$ cat src/rtl/aes_round_sequencer_pkg.sv
// Shared types for the iterative AES round sequencer: FSM states, block/round types,
// and the key-size to round-count mapping.
package AESDefinitions;

    typedef enum logic [1:0] {IDLE, RUN, DONE} seq_state_t;

    typedef logic [127:0] block_t;
    typedef logic [3:0]   round_idx_t;

    // Zero flags an unsupported key size; the sequencer refuses to elaborate on it.
    function automatic int NumRounds(input int key_bits);
        case (key_bits)
            128:     return 10;
            192:     return 12;
            256:     return 14;
            default: return 0;
        endcase
    endfunction

endpackage

$ cat src/rtl/aes_round_sequencer.sv
// Iterative AES encrypt controller: initial AddRoundKey, then NR passes through the external round datapath.
// Optional AES_SEQ_ABORT_EN adds an abort input that discards the block in flight.
module aes_round_sequencer
    import AESDefinitions::*;
#(
    parameter int KEY_BITS = 128
) (
    input  logic         clock,
    input  logic         reset,
`ifdef AES_SEQ_ABORT_EN
    input  logic         abort,
`endif
    input  logic         key_valid,
    input  logic         in_valid,
    output logic         in_ready,
    input  logic [127:0] in_data,
    output logic         out_valid,
    input  logic         out_ready,
    output logic [127:0] out_data,
    output logic [3:0]   rk_idx,
    input  logic [127:0] rk_data,
    output logic [127:0] rnd_in,
    output logic         rnd_final,
    input  logic [127:0] rnd_out,
    output logic         busy
);

    localparam int         NR_INT = NumRounds(KEY_BITS);
    localparam round_idx_t NR     = round_idx_t'(NR_INT);

    if (NR_INT == 0) begin : g_bad_key_bits
        $error("aes_round_sequencer: KEY_BITS must be 128, 192 or 256");
    end

    seq_state_t st, st_nxt;
    block_t     state_q, state_nxt;
    round_idx_t round_q, round_nxt;
    logic       abort_req;

`ifdef AES_SEQ_ABORT_EN
    assign abort_req = abort;
`else
    assign abort_req = 1'b0;
`endif

    always_ff @(posedge clock or negedge reset) begin
        if (!reset) begin
            st      <= IDLE;
            state_q <= '0;
            round_q <= '0;
        end else begin
            st      <= st_nxt;
            state_q <= state_nxt;
            round_q <= round_nxt;
        end
    end

    always_comb begin
        st_nxt    = st;
        state_nxt = state_q;
        round_nxt = round_q;
        in_ready  = 1'b0;
        out_valid = 1'b0;
        out_data  = '0;
        rk_idx    = '0;
        rnd_in    = '0;
        rnd_final = 1'b0;
        busy      = 1'b0;
        case (st)
            IDLE: begin
                // Held low while reset is asserted so in_ready shows its reset value.
                in_ready = key_valid && reset && !abort_req;
                if (in_valid && in_ready) begin
                    state_nxt = in_data ^ rk_data;
                    round_nxt = 4'd1;
                    st_nxt    = RUN;
                end
            end
            RUN: begin
                busy      = 1'b1;
                rk_idx    = round_q;
                rnd_in    = state_q;
                rnd_final = (round_q == NR);
                state_nxt = rnd_out;
                if (round_q == NR) begin
                    round_nxt = '0;
                    st_nxt    = DONE;
                end else begin
                    round_nxt = round_q + 4'd1;
                end
            end
            DONE: begin
                busy      = 1'b1;
                out_valid = 1'b1;
                out_data  = state_q;
                if (out_ready) st_nxt = IDLE;
            end
            default: st_nxt = IDLE;
        endcase
        if (abort_req && st != IDLE) begin
            st_nxt    = IDLE;
            round_nxt = '0;
            state_nxt = '0;
        end
    end

endmodule

$ cat config.mk
export PLATFORM = sky130hd
export DESIGN_NAME = aes_round_sequencer
export DESIGN_NICKNAME = d
export VERILOG_FILES = /design/src/rtl/aes_round_sequencer_pkg.sv /design/src/rtl/aes_round_sequencer.sv
export SDC_FILE = /design/constraint.sdc
export NUM_CORES = 1
export LEC_CHECK = 0
export ABC_AREA = 1
export CAP_MARGIN = 20
export CORE_AREA = 8 8 245 247
export CTS_BUF_LIST = sky130_fd_sc_hd__clkbuf_4 sky130_fd_sc_hd__clkbuf_8 sky130_fd_sc_hd__clkbuf_16
export CTS_CLUSTER_DIAMETER = 200
export DETAILED_ROUTE_END_ITERATION = 10
export DIE_AREA = 0 0 253 255
export GPL_TIMING_DRIVEN = 0
export SLEW_MARGIN = 40
export SYNTH_ARGS = -nofsm -noshare
export SYNTH_HDL_FRONTEND = slang
export SYNTH_SLANG_ARGS = --single-unit
$ cat constraint.sdc
create_clock -name clock -period 2.55 [get_ports clock]
set_input_delay 0.51 -clock clock [delete_from_list [all_inputs] [get_ports clock]]
set_output_delay 0.51 -clock clock [all_outputs]
set_load 0.005 [all_outputs]
==> summary.md <==
| Metric | Value |
|---|---|
| Tot Pwr | `between 15000 and 20000 µW` |
| Post-synth top cells | `nand2_1 (786), inv_1 (270), dfrtp_1 (134)` |
| Clock slew at reported path FFs | `~0.07 ns` |
| CP startpoint kind | `flop` |
| First-pass GRT wire length | `77.1 mm` |
| Post-route ant nets | `0` |
| Area delta synth->final | `95.9%` |
| Clk sinks | `between 100 and 150` |
| Core area | `roughly 56000 µm²` |
| Post-layout min period | `2.67 ns` |
| PwrDens | `between 900 and 1000 nW/µm²` |
| Vias per Instance | `between 3 and 4` |
| Vias in the first global route | `between 10000 and 15000` |
| Xor and xnor area share after synthesis | `a little under an eighth` |
| Max Transition Viols Final | `0` |
| FFs w/ async S/R, synth | `between 90% and 100%` |
| Synth area leaders | `dfrtp_1 (34%), nand2_1 (30%), xnor2_1 (11%)` |
| Dominant cell type by area after synthesis | `dfrtp_1` |
| P_sw | `roughly 8300 µW` |
| Worst path max stage delay | `0.53 ns` |
| Die footprint | `between 60000 and 70000 µm²` |
| Layout fillers | `between 6000 and 7000` |
| Top-count cell post-synth | `nand2_1` |
| Synth top area share | `34.3%` |
| Detail Placement HPWL | `between 40 and 50 mm` |
| Post-synthesis adder-cell area fraction | `less than 1%` |
| CTS tree | `yes` |
| Setup violators final | `23` |
| Leak Pwr | `0.0108 µW` |
| VDD IR max | `about 0.49 mV` |
| CP Max Fanout | `10` |
| RSZ-0062 raised after global routing | `true` |
| Worst clock skew | `~0.013 ns` |
| Comb power frac | `between 60% and 70%` |
| Post-Syn Area | `between 9000 and 10000 µm²` |
| Reg2Reg Depth | `11` |
| WP data arrival | `2.16 ns` |
| F_max | `around 0.37 GHz` |
| Slew HR | `~59%` |
| Worst slew pin tran | `roughly 0.61 ns` |
| Hold Crit Class | `in2async` |
| Failing checks | `negative setup slack` |
| Int Power | `10400 µW` |
| CP Capture Type | `output pin` |
| Drt drc | `0` |
| Required time of the worst setup path | `between 2 and 2.5 ns` |
| Part of the power in registers | `between 20 and 25%` |
| Post-synthesis sequential area ratio | `around 34%` |
| CP max-delay cell | `clkdlybuf4s50_1` |
| Syn nets | `1955` |
| Fin crit share | `105%` |
| Outcome | `finished with violations` |
| Compound-Gate Fraction of Synth Area | `6.81%` |
| Largest family of logic cells by synthesized area | `simple AND/OR/NAND/NOR gates` |
| Nets@finish | `between 2000 and 3000` |
| Antenna violations before repair | `1` |
| Final worst slack | `-0.122 ns` |
| Critical path class | `reg2out` |
| Clock Power Share | `roughly 14%` |
| Cells along the critical path | `inv_2 > ha_4 > buf_12 > buf_4 > nand2_1 > inv_1 > clkdlybuf4s50_1` |
| Die Y | `about 260 µm` |
| Clock buffer count from CTS | `17` |
| Via count | `approximately 12000` |
| Clock root cell | `clkbuf_16` |
| Die X | `roughly 250 µm` |
| Syn Inst Count | `between 1500 and 2000` |
| Post-synth top flop | `dfrtp_1` |
| H-tree depth | `4` |
| Seq cells post-synth | `134` |
| Avg Cell Area, Syn | `~6.3 µm²` |
| Post-synthesis mux area share | `0%` |
| Largest net degree at the start of global routing | `67` |
| Starting Density | `about 17%` |
| Post-DP Area | `about 17000 µm²` |
| Drt pass-1 iters | `5` |
| Hold Fails Final Rpt | `0` |
| Synth cell types | `19` |
| Post-route design area | `around 19000 µm²` |
| Synth warn | `0` |
| GRT Total Usage | `between 10% and 20%` |
| Drt total wl | `between 50 and 60 mm` |
| Sw Ratio | `between 40% and 50%` |
| Port Buffers | `652` |
| Worst-case clock buffer depth | `2` |
| Clk_lat worst skew | `~0.47 ns` |
| WL/cell | `roughly 18 µm` |
| IO Count | `between 600 and 700` |
| GP Congestion | `0.867` |
| DRT iter0 DRCs | `about 580` |
| Post-Synth Simple-Gate Area | `31.0%` |
| Remaining Overflow, GRT | `0` |
| Share of cells above drive strength 1 | `between 20% and 30%` |
| MaxCap Viol Count | `0` |
| Site Rows | `87` |
| EDFF count, synth | `0` |
## flip-flops by register name (all words and copies together), names as in the netlist
signal	count
round_q	4
st	2
state_q	128
## per-stage QoR
stage | util, % | worst slack (ns) | hold WS, ns | TNS [ns] | instances
2_1_floorplan | - | 0.613 | 0.214 | 0 | 1560
5_1_grt | 34.2 | -0.242 | 0.0357 | -4.79 | 3089
3_5_place_dp | 30.9 | -0.954 | 0.315 | -151.92 | 2970
4_1_cts | 33.8 | -0.247 | 0.00990 | -11.17 | 3062
6_report | 34.2 | -0.122 | 0.0172 | -1.45 | 3090
3_3_place_gp | 30.8 | -5.83 | 0.487 | -1621.76 | 2968
## power groups by stage
| stage | sequential, µW | clock (µW) | combinational, µW |
|---|---|---|---|
| global route | 4370 | 2750 | 13100 |
| CTS | 4090 | 2670 | 11300 |
| global placement | 4070 | 0 | 9900 |
| finish | 4240 | 2590 | 11900 |
| detailed placement | 4070 | 0 | 9970 |
| floorplan | 3780 | 0 | 4820 |
## placed cells by master (no fill, tap or decap), drive strengths merged
master,count
nand2,788
clkdlybuf4s50,389
inv,272
buf,208
clkbuf,183
dfrtp,134
o21ai,133
xnor2,128
clkdlybuf4s15,51
dlymetal6s2s,10
dlygate4sd2,7
nor2,6
ha,6
nand3,5
clkinv,5
nand4,2
bufinv,2
diode,1
xor2,1
clkinvlp,1
bufbuf,1
dlygate4sd3,1
## kinds of logic (layout without fill, tap and decap cells)
kind of cell,count (synthesis),in the layout
AND/OR/NAND/NOR,801,801
buffers and inverters,357,1130
flip-flops,134,134
AO/OA/AOI/OAI,133,133
XOR/XNOR,129,129
adder cells (fa/ha/maj),6,6
other,0,1
## layer usage
| layer | track usage (%) | share of wire (%) | up-vias |
|---|---|---|---|
| li1 | - | - | 6047 |
| met2 | 27.8 | 49 | 486 |
| met3 | 5.56 | 7.8 | 56 |
| met4 | 6.11 | 2.9 | 0 |
| met1 | 18.4 | 41 | 5443 |
| met5 | 0 | 0 | - |
## final cells by class
type	instances	area (µm²)	area share, %
repair buffers	751	7190	37.6
multi-input cells	1069	5250	27.4
flip-flops and latches	134	3360	17.5
inverters	272	1020	5.34
well taps	756	946	4.94
plain buffers	75	781	4.08
clock buffers	24	503	2.63
clock inverters	8	96.3	0.503
diodes	1	2.50	0.0131
## critical path, delay by kind of cell (launching register included)
kind                     cells  cell delay (ns)
buffers and inverters        5             1.02
flip-flops                   1             0.43
adder cells (fa/ha/maj)      1             0.15
AND/OR/NAND/NOR              1             0.08
## repair_timing
| action | CTS | global route |
|---|---|---|
| cloned | 9 | 10 |
| endpoints found under the hold margin | 5 | 0 |
| hold buffers | 1 | 0 |
| buffers inserted | 51 | 31 |
| gates resized for setup | 566 | 564 |
| endpoints found under the setup margin | 261 | 223 |
| pin swaps | 1 | 1 |
## worst paths after layout
path | startpoint | endpoint | slack [ns]
setup / recovery | st[1]$_DFFE_PN0P_ | rk_idx[3] | -0.12
hold / removal | reset | state_q[80]$_DFFE_PN0P_ | 0.02
setup reg to reg | st[1]$_DFFE_PN0P_ | state_q[32]$_DFFE_PN0P_ | 0.12
hold reg to reg | state_q[80]$_DFFE_PN0P_ | state_q[80]$_DFFE_PN0P_ | 0.51
max in group asynchronous | reset | state_q[92]$_DFFE_PN0P_ | 1.90
min in group clock | state_q[80]$_DFFE_PN0P_ | state_q[80]$_DFFE_PN0P_ | 0.51
Power figures use the tool's default switching activity.
